## src/rtl/lcd_read_controller_if.sv

```systemverilog
// Request/response handshake and LCD parallel-bus signals of the LCD read controller.
// The master side issues read requests and supplies the bus; the slave side is the controller.
interface lcd_read_controller_if;
    logic       rd_start;
    logic       rd_rs;
    logic       rd_busy;
    logic       rd_done;
    logic [7:0] rd_data;
    logic       rd_timeout;
    logic [7:0] lcd_data_in;
    logic       lcd_en;
    logic       lcd_rw;
    logic       lcd_rs;

    modport master (
        output rd_start, rd_rs, lcd_data_in,
        input  rd_busy, rd_done, rd_data, rd_timeout, lcd_en, lcd_rw, lcd_rs
    );

    modport slave (
        input  rd_start, rd_rs, lcd_data_in,
        output rd_busy, rd_done, rd_data, rd_timeout, lcd_en, lcd_rw, lcd_rs
    );
endinterface

```

## src/rtl/lcd_read_controller.sv

```systemverilog
// HD44780-style LCD read cycle: RW=1, EN pulse, capture of the 8-bit bus.
// Define LCD_BF_POLL_EN to turn RS=0 requests into busy-flag polls bounded by MAX_POLL.
module lcd_read_controller #(
    parameter int SETUP_CYC   = 2,
    parameter int EN_HIGH_CYC = 16,
    parameter int HOLD_CYC    = 2,
    parameter int MAX_POLL    = 255
) (
    input  logic                 clk,
    input  logic                 reset,
    lcd_read_controller_if.slave bus
);
    localparam int CNT_MAX = (SETUP_CYC > EN_HIGH_CYC)
                           ? ((SETUP_CYC > HOLD_CYC) ? SETUP_CYC : HOLD_CYC)
                           : ((EN_HIGH_CYC > HOLD_CYC) ? EN_HIGH_CYC : HOLD_CYC);
    localparam int CW = $clog2(CNT_MAX + 1);

    localparam logic [CW-1:0] SETUP_LOAD = CW'(SETUP_CYC - 1);
    localparam logic [CW-1:0] EN_LOAD    = CW'(EN_HIGH_CYC - 1);
    localparam logic [CW-1:0] HOLD_LOAD  = CW'(HOLD_CYC - 1);

    generate
        if (SETUP_CYC < 1 || EN_HIGH_CYC < 1 || HOLD_CYC < 1 || MAX_POLL < 1) begin : g_bad_param
            $error("lcd_read_controller: all timing parameters and MAX_POLL must be >= 1");
        end
    endgenerate

    typedef enum logic [2:0] {
        S_IDLE,
        S_SETUP,
        S_EN_HI,
        S_HOLD,
        S_DONE
    } state_t;

    state_t        state_q, state_d;
    logic [CW-1:0] cnt_q, cnt_d;
    logic          rs_q;
    logic [7:0]    data_q;
    logic          capture;
    logic          hold_end;
    logic          repoll;

    // The bus is sampled on the edge that ends the final EN_HI cycle, i.e. as lcd_en falls.
    assign capture  = (state_q == S_EN_HI) && (cnt_q == '0);
    assign hold_end = (state_q == S_HOLD)  && (cnt_q == '0);
    assign bus.rd_data = data_q;

`ifdef LCD_BF_POLL_EN
    localparam int PW = $clog2(MAX_POLL + 1);

    logic [PW-1:0] polls_q;
    logic          timeout_q;

    // A status poll repeats while the busy flag (bit 7) is still set and reads remain.
    assign repoll = !rs_q && data_q[7] && (polls_q < PW'(MAX_POLL));
    assign bus.rd_timeout = (state_q == S_DONE) && timeout_q;

    always_ff @(posedge clk) begin
        if (reset) begin
            polls_q   <= '0;
            timeout_q <= 1'b0;
        end else if (state_q == S_IDLE && bus.rd_start) begin
            polls_q   <= '0;
            timeout_q <= 1'b0;
        end else begin
            if (capture) begin
                polls_q <= polls_q + 1'b1;
            end
            if (hold_end) begin
                timeout_q <= !rs_q && data_q[7];
            end
        end
    end
`else
    assign repoll         = 1'b0;
    assign bus.rd_timeout = 1'b0;
`endif

    // NOTE: sequential state uses non-blocking assignments so every flop sees pre-edge values.
    always_ff @(posedge clk) begin
        if (reset) begin
            state_q <= S_IDLE;
            cnt_q   <= '0;
            rs_q    <= 1'b0;
            data_q  <= 8'h00;
        end else begin
            state_q <= state_d;
            cnt_q   <= cnt_d;
            if (state_q == S_IDLE && bus.rd_start) begin
                rs_q <= bus.rd_rs;
            end
            if (capture) begin
                data_q <= bus.lcd_data_in;
            end
        end
    end

    // NOTE: every variable driven here gets a default first, so no latch can be inferred.
    always_comb begin
        state_d     = state_q;
        cnt_d       = cnt_q;
        bus.lcd_en  = 1'b0;
        bus.lcd_rw  = 1'b0;
        bus.lcd_rs  = 1'b0;
        bus.rd_busy = 1'b1;
        bus.rd_done = 1'b0;

        unique case (state_q)
            S_IDLE: begin
                bus.rd_busy = 1'b0;
                if (bus.rd_start) begin
                    state_d = S_SETUP;
                    cnt_d   = SETUP_LOAD;
                end
            end
            S_SETUP: begin
                bus.lcd_rw = 1'b1;
                bus.lcd_rs = rs_q;
                if (cnt_q == '0) begin
                    state_d = S_EN_HI;
                    cnt_d   = EN_LOAD;
                end else begin
                    cnt_d = cnt_q - 1'b1;
                end
            end
            S_EN_HI: begin
                bus.lcd_en = 1'b1;
                bus.lcd_rw = 1'b1;
                bus.lcd_rs = rs_q;
                if (cnt_q == '0) begin
                    state_d = S_HOLD;
                    cnt_d   = HOLD_LOAD;
                end else begin
                    cnt_d = cnt_q - 1'b1;
                end
            end
            S_HOLD: begin
                bus.lcd_rw = 1'b1;
                bus.lcd_rs = rs_q;
                if (cnt_q == '0) begin
                    if (repoll) begin
                        state_d = S_SETUP;
                        cnt_d   = SETUP_LOAD;
                    end else begin
                        state_d = S_DONE;
                        cnt_d   = '0;
                    end
                end else begin
                    cnt_d = cnt_q - 1'b1;
                end
            end
            S_DONE: begin
                bus.rd_done = 1'b1;
                state_d     = S_IDLE;
            end
            default: begin
                state_d = S_IDLE;
                cnt_d   = '0;
            end
        endcase
    end
endmodule

```

## src/flat_wrapper.sv

```systemverilog
// flat-port wrapper written by rule: the top's interface ports become plain ports
module lcd_read_controller_flat 
#(
    parameter int SETUP_CYC   = 2,
    parameter int EN_HIGH_CYC = 16,
    parameter int HOLD_CYC    = 2,
    parameter int MAX_POLL    = 255
)
  (clk, reset, bus_rd_start, bus_rd_rs, bus_lcd_data_in, bus_rd_busy, bus_rd_done, bus_rd_data, bus_rd_timeout, bus_lcd_en, bus_lcd_rw, bus_lcd_rs);
  lcd_read_controller_if bus_i ();
  input  logic clk;
  input  logic reset;
  input wire logic [$bits(bus_i.rd_start)-1:0] bus_rd_start;
  input wire logic [$bits(bus_i.rd_rs)-1:0] bus_rd_rs;
  input wire logic [$bits(bus_i.lcd_data_in)-1:0] bus_lcd_data_in;
  output wire logic [$bits(bus_i.rd_busy)-1:0] bus_rd_busy;
  output wire logic [$bits(bus_i.rd_done)-1:0] bus_rd_done;
  output wire logic [$bits(bus_i.rd_data)-1:0] bus_rd_data;
  output wire logic [$bits(bus_i.rd_timeout)-1:0] bus_rd_timeout;
  output wire logic [$bits(bus_i.lcd_en)-1:0] bus_lcd_en;
  output wire logic [$bits(bus_i.lcd_rw)-1:0] bus_lcd_rw;
  output wire logic [$bits(bus_i.lcd_rs)-1:0] bus_lcd_rs;
  assign bus_i.rd_start = bus_rd_start;
  assign bus_i.rd_rs = bus_rd_rs;
  assign bus_i.lcd_data_in = bus_lcd_data_in;
  assign bus_rd_busy = bus_i.rd_busy;
  assign bus_rd_done = bus_i.rd_done;
  assign bus_rd_data = bus_i.rd_data;
  assign bus_rd_timeout = bus_i.rd_timeout;
  assign bus_lcd_en = bus_i.lcd_en;
  assign bus_lcd_rw = bus_i.lcd_rw;
  assign bus_lcd_rs = bus_i.lcd_rs;
  lcd_read_controller #(.SETUP_CYC(SETUP_CYC), .EN_HIGH_CYC(EN_HIGH_CYC), .HOLD_CYC(HOLD_CYC), .MAX_POLL(MAX_POLL)) u_core (.clk(clk), .reset(reset), .bus(bus_i));
endmodule
```

## config.mk

```make
export PLATFORM = sky130hd
export DESIGN_NAME = lcd_read_controller_flat
export DESIGN_NICKNAME = d
export VERILOG_FILES = /design/src/rtl/lcd_read_controller_if.sv /design/src/rtl/lcd_read_controller.sv /design/src/flat_wrapper.sv
export SDC_FILE = /design/constraint.sdc
export NUM_CORES = 1
export LEC_CHECK = 0
export CAP_MARGIN = 10
export CORE_ASPECT_RATIO = 1.5
export CORE_UTILIZATION = 41
export DETAILED_ROUTE_END_ITERATION = 8
export GPL_TIMING_DRIVEN = 1
export PLACE_DENSITY = 0.72
export SLEW_MARGIN = 5
export SYNTH_ARGS = -nofsm -noshare
export SYNTH_HDL_FRONTEND = slang
export SYNTH_SLANG_ARGS = --single-unit
```

## constraint.sdc

```tcl
create_clock -name clk -period 2 [get_ports clk]
set_clock_uncertainty 0.15 [all_clocks]
set_input_delay 0.2 -clock clk [delete_from_list [all_inputs] [get_ports clk]]
set_output_delay 0.2 -clock clk [all_outputs]
set_load 0.02 [all_outputs]
```

# Word level (Yosys, flattened, before mapping)
# Cells that the tools add are included.
# Widths: inputs -> output; s select.
[word_totals] ff_bits=17 in_bits=12 out_inout_bits=14 wordCells=36
[op_classes] n_addsub=1 eq_ne=8 muxes=15 bitwise=1 n_reduce_logical=7
[ops] op="$pmux 5 s5" count=1
[ops] op="$mux 5" count=4
[ops] op="$mux 3" count=4
[ops] op="$pmux 3 s4" count=1
[ops] op="$eq 3x2->1 const B" count=2
[ops] op="$ne 2x2->1 const B" count=3
[ops] op="$logic_not 5->1" count=1
[ops] op="$mux 1" count=5
[ops] op="$sub 5x1->5 const B" count=1
[ops] op="$reduce_and 4->1" count=1
[ops] op="$eq 3x1->1 const B" count=1
[ops] op="$eq 3x3->1 const B" count=1
[ops] op="$logic_not 3->1" count=1
[ops] op="$reduce_or 3->1" count=1
[ops] op="$logic_and 1x1->1" count=2
[ops] op="$ne 2x1->1 const B" count=1
[ops] op="$reduce_and 2->1" count=1
[ops] op="$not 1->1" count=1

# Longest topological paths before layout
# Gate-level depths: netlist of run 1.
[logic_depth] depth_word=3 ltp_mapped=7

# Worst setup path after synthesis of run 1
# Ideal clock, no wire load.
[synth_timing] path_type="flip-flop to flip-flop" from="register u_core.state_q[0]" to="register u_core.data_q[0], in the netlist u_core.bus.rd_data[0]" arrival_time_ns=1.306 required_time_ns=1.718 path_slack_ns=0.412 path_stages_with_launch=6 path_buffers=1 period_less_slack_ns=1.588 path_cell_list="dfxtp_1 -> buf_2 -> nor3b_4 -> nand2_1 -> nand2_1 -> a21oi_1"
[synth_between] elab_chain_cells=2
[synth_lines] item="from (decl)" line="lcd_read_controller.sv:36" text="state_t state_q, state_d;"
[synth_lines] item="from (signal assigned)" line="lcd_read_controller.sv:88" text="state_q <= state_d;"
[synth_lines] item="$eq 3x2->1" line="lcd_read_controller.sv:45" text="assign capture = (state_q == S_EN_HI) && (cnt_q == '0);"
[synth_lines] item="$logic_and 1x1->1" line="lcd_read_controller.sv:45"
[synth_lines] item="to (signal assigned)" line="lcd_read_controller.sv:94" text="data_q <= bus.lcd_data_in;"
[synth_lines] item="to (decl)" line="lcd_read_controller.sv:39" text="logic [7:0] data_q;"
# No other way between the ends.
# A chain may end at the register's enable or synchronous reset.

# Worst setup path in the final report of run 1
[layout_timing] from="register u_core.state_q[1]" to="output port bus_rd_done"
[layout_between] elab_chain_cells=2
[layout_lines] item="$eq 3x3->1" line="lcd_read_controller.sv:109" text="unique case (state_q)"
[layout_lines] item="$mux 1" line="lcd_read_controller.sv:109"
[layout_lines] item="to (decl)" line="flat_wrapper.sv:17" text="output wire logic [$bits(bus_i.rd_done)-1:0] bus_rd_done;"
# No other way between the ends.

==> flow_summary_export.csv, run 1 <==
group,metric,value,unit
floorplanning,die_w,39.1,µm
status,status,"finished, final reports clean",
clock_tree,cts_sinks,17,
timing,finalWorstSetupSlack,0.151,ns
floorplanning,floorplan.initialDensity,45.0,%
final_layout,multi_input_area,457,µm²
synthesis,synthDistinctLibCells,33,
timing,slew_violations,0,
final_layout,final_common_cell,"clkdlybuf4s50_1",
placement,place_area,1130,µm²
synthesis,async_reset_ff_share,0,%
timing,setup_viol,0,
floorplanning,die_height,57.6,µm
power,switching_share,41.6,%
detailed_routing,drt_iter0_drc,3,
detailed_routing,drc,0,
synthesis,synthSimpleGateAreaFrac,33.0,%
synthesis,synth_top_family_by_area,"simple AND/OR/NAND/NOR gates",
synthesis,synth-seq-cells,17,
timing,rsz0062_at_grt,"no",
clock_tree,path_clk_slew,0.10,ns
flow_run,maxCapViolations,0,
power,pwr-share-seq,31.0,%
grt,grt_usage,20.2,%
power,switching_power,0.705,mW
detailed_routing,wl,2000,µm
timing,fmaxAchievable,541,MHz
final_layout,final_cell_mix,"19 x clkdlybuf4s50_1, 15 x dfxtp_1, 13 x nand2_1",
final_layout,final_nets,145,
setup_path,cp_max_fo,9,
detailed_routing,ant_nets,0,
placement,portBuffers,24,
power,internal_power,0.991,mW
setup_path,arrival,1.50,ns
timing,period_needed,1.85,ns
setup_path,crit_path_end_kind,"output port",
detailed_routing,num_vias,842,
final_layout,nFillCells,177,
floorplanning,fp.coreArea,1880,µm²
clock_tree,clk_path_buf_depth,2,
final_layout,drive_gt1_share,15.3,%
timing,fin_setup_tns,0,ns
final_layout,diodes,0,
synthesis,synth-compound-area-share,14.1,%
timing,whs,0.305,ns
synthesis,syn_area,845,µm²
hold_path,hold_path.class,"input port to flop",
power,peakVddDrop,0.771,mV
power,power_frac_comb,58.0,%
synthesis,syn_inst,101,
clock_tree,cts_made_buffers,3,
final_layout,regArea,343,µm²
grt,antenna_found_initial,0,
synthesis,synth-xor-area-share,1.04,%
synthesis,synthMuxAreaShare,3.56,%
synthesis,syn_avg_cell_area,8.36,µm²
power,finalPower,1.70,mW
floorplanning,ioPinCount,26,
final_layout,area_delta_synth_final,39.3,%
timing,fin_crit_sh,92.4,%
clock_tree,cts_tree,"yes",
timing,hold_viol,0,
synthesis,synth_edf_count,0,
final_layout,final_cell_area,1180,µm²
grt,grt.overflow.total,0,
floorplanning,dieArea,2250,µm²
setup_path,critPathKind,"flop to output port",
setup_path,worstSetupStartpointType,"flop",
grt,grt_pass1_wl,3210,µm
placement,gp_congestion,0.817,
clock_tree,htreeDepth,1,
detailed_routing,wire_per_inst,13.1,µm
placement,pre_cts_slack,0.128,ns
synthesis,ys_warn_count,0,
detailed_routing,viasPerCell,5.54,
power,power_density,1440,nW/µm²
grt,grt_pass1_vias,758,
synthesis,yosysSeqAreaShare,40.3,%
detailed_routing,first_pass_iters,5,
clock_tree,ctsHoldBuffers,0,
power,leakage,0.498,nW
synthesis,synth_fa_ha_area_share,1.48,%
grt,grt_start_max_net_pins,16,
clock_tree,clk_latency,0.29,ns
setup_path,required,1.65,ns
synthesis,synthFlopType,"dfxtp_1",
power,pwr-share-clk,11.0,%
placement,hpwl,1500,µm
synthesis,syn-num-nets,114,
clock_tree,cts_root_buf,"clkbuf_4",
floorplanning,num_rows,19,
==> worst max-delay path: stages, from the launching register on <==
cell and delay [ns]:
dfxtp_2 0.38, buf_4 0.16, nor2_1 0.18, and2_1 0.15, dlygate4sd2_1 0.33
==> cell usage after synthesis, types with 2 or more instances <==
library cell  number  area share [%]
a211oi_1           2             1.8
a21oi_1           11             6.5
and2_1             2             1.5
and3_1             2             1.5
buf_2              2             1.2
buf_4              2             1.8
clkbuf_1           3             1.3
dfxtp_1           17              40
inv_1              4             1.8
mux2i_1            3             3.6
nand2_1           13             5.8
nand2b_1           2             1.5
nand3_1            8             4.7
nor2_1             6             2.7
nor3_1             4             2.4
o21ai_0            3             1.8
==> layer usage <==
| metal | routed length, µm | vias to the layer above | GRT usage, % |
|---|---|---|---|
| li1 | - | 413 | - |
| met1 | 785 | 389 | 22.4 |
| met2 | 1020 | 33 | 34.0 |
| met3 | 119 | 7 | 3.11 |
| met4 | 68 | 0 | 12.3 |
| met5 | 0 | - | 0 |
==> kinds of logic (layout without fill, tap and decap cells) <==
kind of cell / count (synthesis) / in the layout
multiplexers: 3 / 3
AND/OR/NAND/NOR: 47 / 47
adder cells (fa/ha/maj): 1 / 1
flip-flops: 17 / 17
buffers and inverters: 11 / 41
other: 1 / 1
AO/OA/AOI/OAI: 20 / 20
XOR/XNOR: 1 / 1
==> final cells by class <==
| class | count | share of cell area, % |
|---|---|---|
| tap | 21 | 2.23 |
| inverter | 4 | 1.28 |
| sequential | 17 | 29.1 |
| clock buffer | 4 | 2.23 |
| multi-input combinational | 73 | 38.8 |
| timing repair buffer | 33 | 26.3 |
==> stage by stage <==
step	instances	util, %
floorplan	101	-
global placement	146	60.0
detailed placement	146	60.0
CTS	150	61.6
global route	152	62.6
finish	152	62.6
==> flip-flops by register name, summed over array words and instances, names as in the netlist <==
register / cells
u_core.state_q: 3
u_core.rs_q: 1
u_core.cnt_q: 5
u_core.bus.rd_data: 8
==> worst paths after layout <==
check	startpoint	to	slack, ns	cells after the start
min	bus_lcd_data_in[3]	u_core.bus.rd_data[3]	0.30	3
max reg2reg	u_core.cnt_q[0]	u_core.cnt_q[0]	0.29	7
max	u_core.state_q[1]	bus_rd_done	0.15	4
min reg2reg	u_core.bus.rd_data[1]	u_core.bus.rd_data[1]	0.31	2
==> power by group through the flow <==
| stage | clock [mW] | sequential (mW) | combinational (mW) |
|---|---|---|---|
| 2_1_floorplan | 0 | 0.510 | 0.640 |
| 3_3_place_gp | 0 | 0.518 | 0.920 |
| 3_5_place_dp | 0 | 0.524 | 0.934 |
| 4_1_cts | 0.192 | 0.523 | 0.936 |
| 5_1_grt | 0.205 | 0.538 | 1.08 |
| 6_report | 0.186 | 0.526 | 0.984 |
==> repair_timing <==
action                     4_1_cts  5_1_grt
setup endpoints to repair        4       10
gates resized for setup          6        2
gates cloned                     0        0
buffers inserted                 0        2
(Power assumes the default switching activity.)
==> run 2: changes to the inputs <==
==> constraint.sdc (replaced) <==
create_clock -name clk -period 2.3 [get_ports clk]
set_clock_uncertainty 0.15 [all_clocks]
set_input_delay 0.23 -clock clk [delete_from_list [all_inputs] [get_ports clk]]
set_output_delay 0.23 -clock clk [all_outputs]
set_load 0.02 [all_outputs]
==> run 2 against run 1 <==
Non-clock buffer count decreased by 6. Hold slack improved by 0.0035 ns. Register-to-register slack gained 0.05 ns. Cell area fell by 4.1%. Sequential share of layout area increased by 1.4 points. Cell count down 3.9%. Critical path type unchanged. Critical endpoint is now bus_lcd_rs. Largest cell class unchanged. Highest routed layer unchanged.
==> flow_summary_export.csv, run 2 (synthesis results as in run 1) <==
group,metric,value,unit
timing,period_needed,2.15,ns
detailed_routing,ant_nets,0,
clock_tree,cts_sinks,17,
setup_path,rr_endpoint,"u_core.bus.rd_data[6]",
final_layout,final_cell_area,1130,µm²
power,power_density,1230,nW/µm²
floorplanning,fp.coreArea,1880,µm²
floorplanning,die_height,57.6,µm
grt,grt_start_max_net_pins,16,
timing,finalWorstSetupSlack,0.154,ns
setup_path,worst-path-buf-inv,2,
placement,portBuffers,24,
grt,grt_usage,17.9,%
status,status,"finished, final reports clean",
timing,setup_viol,0,
clock_tree,clk_latency,0.29,ns
timing,worst-slew-pin-transition,0.593,ns
final_layout,drive_gt1_share,11.2,%
grt,grt_pass1_wl,2880,µm
clock_tree,path_clk_slew,0.09,ns
final_layout,area_delta_synth_final,33.5,%
clock_tree,ctsHoldBuffers,0,
grt,antenna_found_initial,0,
power,finalPower,1.39,mW
floorplanning,ioPinCount,26,
power,leakage,0.427,nW
detailed_routing,wl,1820,µm
setup_path,cp_max_fo,15,
final_layout,final_cell_mix,"24 x clkdlybuf4s50_1, 14 x dfxtp_1, 13 x nand2_1",
final_layout,final_nets,139,
power,peakVddDrop,0.822,mV
detailed_routing,first_pass_iters,4,
grt,grt.overflow.total,0,
timing,fmaxAchievable,466,MHz
floorplanning,dieArea,2250,µm²
placement,pre_cts_slack,0.318,ns
setup_path,reg2reg_depth,6,
timing,rsz0062_at_grt,"no",
detailed_routing,drt_iter0_drc,16,
clock_tree,cts_tree,"yes",
clock_tree,htreeDepth,1,
hold_path,hold_path.class,"flop to flop",
setup_path,required,1.92,ns
floorplanning,num_rows,19,
grt,grt_pass1_vias,715,
setup_path,r2r_setup_slack,0.34,ns
setup_path,reg2reg_from,"u_core.cnt_q[0]",
final_layout,final_common_cell,"clkdlybuf4s50_1",
hold_path,hold_path_startpoint,"u_core.bus.rd_data[5]",
detailed_routing,viasPerCell,5.49,
setup_path,cp_slowest_cell,"clkdlybuf4s50_1",
final_layout,largest_reg_flops,8,
clock_tree,clk_path_buf_depth,2,
setup_path,critPathKind,"flop to output port",
clock_tree,cts_made_buffers,3,
flow_run,maxCapViolations,0,
setup_path,crit_path_end_kind,"output port",
setup_path,critPathMaxStageDelay,0.53,ns
timing,fin_setup_tns,0,ns
setup_path,worstSetupStartpointType,"flop",
detailed_routing,drc,0,
placement,place_area,1100,µm²
detailed_routing,num_vias,802,
floorplanning,floorplan.initialDensity,45.0,%
setup_path,cp_top_family,"buffers and inverters",
final_layout,diodes,0,
setup_path,arrival,1.77,ns
timing,whs,0.308,ns
placement,gp_congestion,0.796,
timing,fin_crit_sh,93.3,%
timing,hold_viol,0,
clock_tree,cts_root_buf,"clkbuf_4",
placement,hpwl,1390,µm
floorplanning,die_w,39.1,µm
hold_path,whs_path_depth,2,
timing,maxSlewHeadroom,60.3,%
detailed_routing,wire_per_inst,12.5,µm
timing,slew_violations,0,
hold_path,hold_end,"u_core.bus.rd_data[5]",
setup_path,path_cells,"o21bai_1 > inv_1 > and2_1 > clkdlybuf4s50_1",
## run 2: cell types whose count changed in the layout (fill, tap and decap cells not counted)
cell / change
dfxtp_1: -1
buf_4: -6
o21bai_1: +1
o21bai_2: -1
dlygate4sd2_1: -3
dfxtp_2: +1
clkdlybuf4s50_1: +5
dlymetal6s2s_1: -2
## run 2: stage by stage
stage	utilization [%]	std cells
after global placement	58.4	142
after CTS	59.9	146
after floorplan	-	101
final	60.0	146
after global routing	60.0	146
after detailed placement	58.4	142
## run 2: report_power, final
group / internal (mW) / switching (mW) / leakage [nW]
clock network: 0.0675 / 0.0905 / 0.0150
logic: 0.362 / 0.392 / 0.272
registers: 0.369 / 0.105 / 0.140
## run 2: worst register-to-register path, delay by kind of cell, from the launching register on
kind | cells | cell delay (ns)
and+or+nand+nor | 3 | 1.01
AOI/OAI and AO/OA | 1 | 0.07
DFF | 1 | 0.35
adders and majority gates | 1 | 0.21
buffers and inverters | 1 | 0.08
## run 2: worst max path at each step
stage / start / slack, ns / end / cells after the start
after floorplan: u_core.state_q[0] / 0.71 / u_core.bus.rd_data[0] / 5
after global placement: u_core.state_q[1] / 0.36 / bus_lcd_rs / 4
after detailed placement: u_core.state_q[1] / 0.32 / bus_lcd_rs / 4
after CTS: u_core.state_q[2] / 0.02 / bus_lcd_rs / 4
after global routing: u_core.state_q[1] / 0.06 / bus_lcd_rs / 4
final: u_core.state_q[1] / 0.15 / bus_lcd_rs / 4
## run 2: repair_timing
| action | in CTS | in global routing |
|---|---|---|
| gates resized for setup | 1 | 2 |
| setup buffers | 0 | 0 |
| setup endpoints to repair | 1 | 1 |
## run 2: routing by layer
metal	vias to the layer above	share of wire, %	global-route usage, %
met2	35	50	32.9
li1	399	-	-
met1	363	41	17.5
met5	-	0	0
met3	5	6.9	5.06
met4	0	2.0	7.39
## run 2: layout make-up
cell class / count / area [µm²]
flip-flops and latches: 17 / 344
fillers: 174 / 751
clock buffers: 4 / 26.3
multi-input cells: 73 / 453
well taps: 21 / 26.3
inverters: 4 / 15.0
repair buffers: 27 / 263
==> run 3: changes to the inputs <==
--- a/config.mk
+++ b/config.mk
@@ -8,6 +8,7 @@
 export CAP_MARGIN = 10
 export CORE_ASPECT_RATIO = 1.5
 export CORE_UTILIZATION = 41
+export CTS_BUF_LIST = sky130_fd_sc_hd__clkbuf_8 sky130_fd_sc_hd__clkbuf_16
 export DETAILED_ROUTE_END_ITERATION = 8
 export GPL_TIMING_DRIVEN = 1
 export PLACE_DENSITY = 0.72
==> run 3 against run 2 <==
Cell count unchanged. Utilization up 0.93 points. Critical path depth unchanged. Maximum frequency down 3.0%. Power up 4.2%. Sequential power about the same. Global-route usage up 0.30 points. Clock power up 35%. Routed wire length up 0.27%. Register-to-register slack about the same. Critical endpoint unchanged.
==> flow_summary_export.csv, run 3 (synthesis results as in run 1) <==
group,metric,value,unit
status,status,"finished, final reports clean",
hold_path,hold_end,"u_core.bus.rd_data[5]",
setup_path,worstSetupStartpointType,"flop",
floorplanning,fp.coreArea,1880,µm²
grt,grt_pass1_wl,2930,µm
grt,grt_pass1_vias,726,
final_layout,regArea,343,µm²
clock_tree,cts_tree,"yes",
floorplanning,num_rows,19,
grt,antenna_found_initial,0,
final_layout,drive_gt1_share,10.4,%
timing,finalWorstSetupSlack,0.0875,ns
floorplanning,floorplan.initialDensity,45.0,%
timing,period_needed,2.21,ns
clock_tree,cts_made_buffers,3,
setup_path,cp_slowest_cell,"clkdlybuf4s50_1",
clock_tree,cts_sinks,17,
floorplanning,die_w,39.1,µm
grt,grt.overflow.total,0,
final_layout,largest_reg_flops,8,
setup_path,critPathMaxStageDelay,0.59,ns
hold_path,hold_path_startpoint,"u_core.bus.rd_data[5]",
clock_tree,htreeDepth,1,
setup_path,reg2reg_depth,6,
setup_path,reg2reg_from,"u_core.cnt_q[0]",
final_layout,area_delta_synth_final,35.6,%
final_layout,diodes,0,
clock_tree,clk_path_buf_depth,2,
placement,gp_congestion,0.796,
detailed_routing,wire_per_inst,12.5,µm
clock_tree,path_clk_slew,0.06,ns
grt,grt_start_max_net_pins,16,
timing,fin_crit_sh,96.2,%
setup_path,r2r_setup_slack,0.34,ns
detailed_routing,drc,0,
timing,fmaxAchievable,452,MHz
clock_tree,cts_root_buf,"clkbuf_8",
floorplanning,die_height,57.6,µm
grt,grt_usage,18.2,%
flow_run,maxCapViolations,0,
setup_path,cp_max_fo,10,
clock_tree,clk_latency,0.25,ns
timing,rsz0062_at_grt,"no",
final_layout,final_cell_mix,"24 x clkdlybuf4s50_1, 15 x dfxtp_1, 13 x nand2_1",
final_layout,final_nets,139,
detailed_routing,ant_nets,0,
floorplanning,ioPinCount,26,
setup_path,rr_endpoint,"u_core.bus.rd_data[6]",
final_layout,final_cell_area,1140,µm²
placement,place_area,1100,µm²
setup_path,path_cells,"o21bai_1 > inv_1 > and2_1 > clkdlybuf4s50_1",
timing,fin_setup_tns,0,ns
detailed_routing,wl,1830,µm
placement,pre_cts_slack,0.318,ns
detailed_routing,viasPerCell,5.47,
detailed_routing,drt_iter0_drc,13,
timing,maxSlewHeadroom,59.9,%
setup_path,arrival,1.83,ns
hold_path,whs_path_depth,2,
final_layout,final_util,61.0,%
power,leakage,0.438,nW
timing,setup_viol,0,
detailed_routing,num_vias,799,
floorplanning,dieArea,2250,µm²
placement,portBuffers,24,
setup_path,crit_path_end_kind,"output port",
setup_path,required,1.92,ns
hold_path,hold_path.class,"flop to flop",
power,power_density,1260,nW/µm²
setup_path,critPathKind,"flop to output port",
final_layout,final_common_cell,"clkdlybuf4s50_1",
power,finalPower,1.44,mW
final_layout,nFillCells,178,
timing,hold_viol,0,
placement,hpwl,1390,µm
clock_tree,post-cts-setup-buffers,0,
clock_tree,ctsHoldBuffers,0,
final_layout,multi_input_area,453,µm²
power,peakVddDrop,0.793,mV
timing,slew_violations,0,
timing,worst-slew-pin-transition,0.599,ns
detailed_routing,first_pass_iters,5,
## run 3: cell types whose count changed in the layout (fill, tap and decap cells not counted)
cell and delta:
clkbuf_1 -1, clkbuf_4 -3, clkbuf_8 +3, dfxtp_1 +1, dfxtp_2 -1, inv_1 +1
## run 3: through the flow
stage | std cells | hold WS, ns
final | 146 | 0.304
after global routing | 146 | 0.327
after CTS | 146 | 0.308
after detailed placement | 142 | 0.299
after global placement | 142 | 0.291
after floorplan | 101 | 0.228
## run 3: how the worst max path moves through the flow
stage | from | to | slack (ns) | cells past startpoint
global route | u_core.state_q[0] | bus_lcd_rs | 0.01 | 4
detailed placement | u_core.state_q[1] | bus_lcd_rs | 0.32 | 4
global placement | u_core.state_q[1] | bus_lcd_rs | 0.36 | 4
CTS | u_core.state_q[1] | bus_lcd_rs | 0.03 | 4
finish | u_core.state_q[0] | bus_lcd_rs | 0.09 | 4
floorplan | u_core.state_q[0] | u_core.bus.rd_data[0] | 0.71 | 5
## run 3: area by class of cell
class	count	area share (%)
clock buffer	3	3.61
clock inverter	1	0.328
inverter	4	1.31
multi-input combinational	73	39.6
sequential	17	29.9
tap	21	2.30
timing repair buffer	27	23.0
## run 3: power breakdown
part	switching, mW	internal (mW)	total (mW)
combinational	0.396	0.361	0.758
clock	0.0954	0.118	0.214
sequential	0.105	0.368	0.473
total	0.597	0.848	1.44
## run 3: what timing repair did
action	4_1_cts	5_1_grt
setup endpoints to repair	0	1
hold endpoints to repair	0	0
gates resized for setup	0	2
## run 3: routing by layer
layer  wire (µm)  global-route usage [%]  vias up
li1            -                       -      399
met1         745                    17.7      359
met2         910                    33.6       32
met3         126                    5.06        9
met4          43                    7.39        0
met5           0                       0        -
## run 3: worst max-delay path, delay by kind of cell (launching register included)
family                 cells  cell delay (ns)
buffers and inverters      2             0.72
flip-flops                 1             0.53
AND/OR/NAND/NOR            1             0.13
AO/OA/AOI/OAI              1             0.21
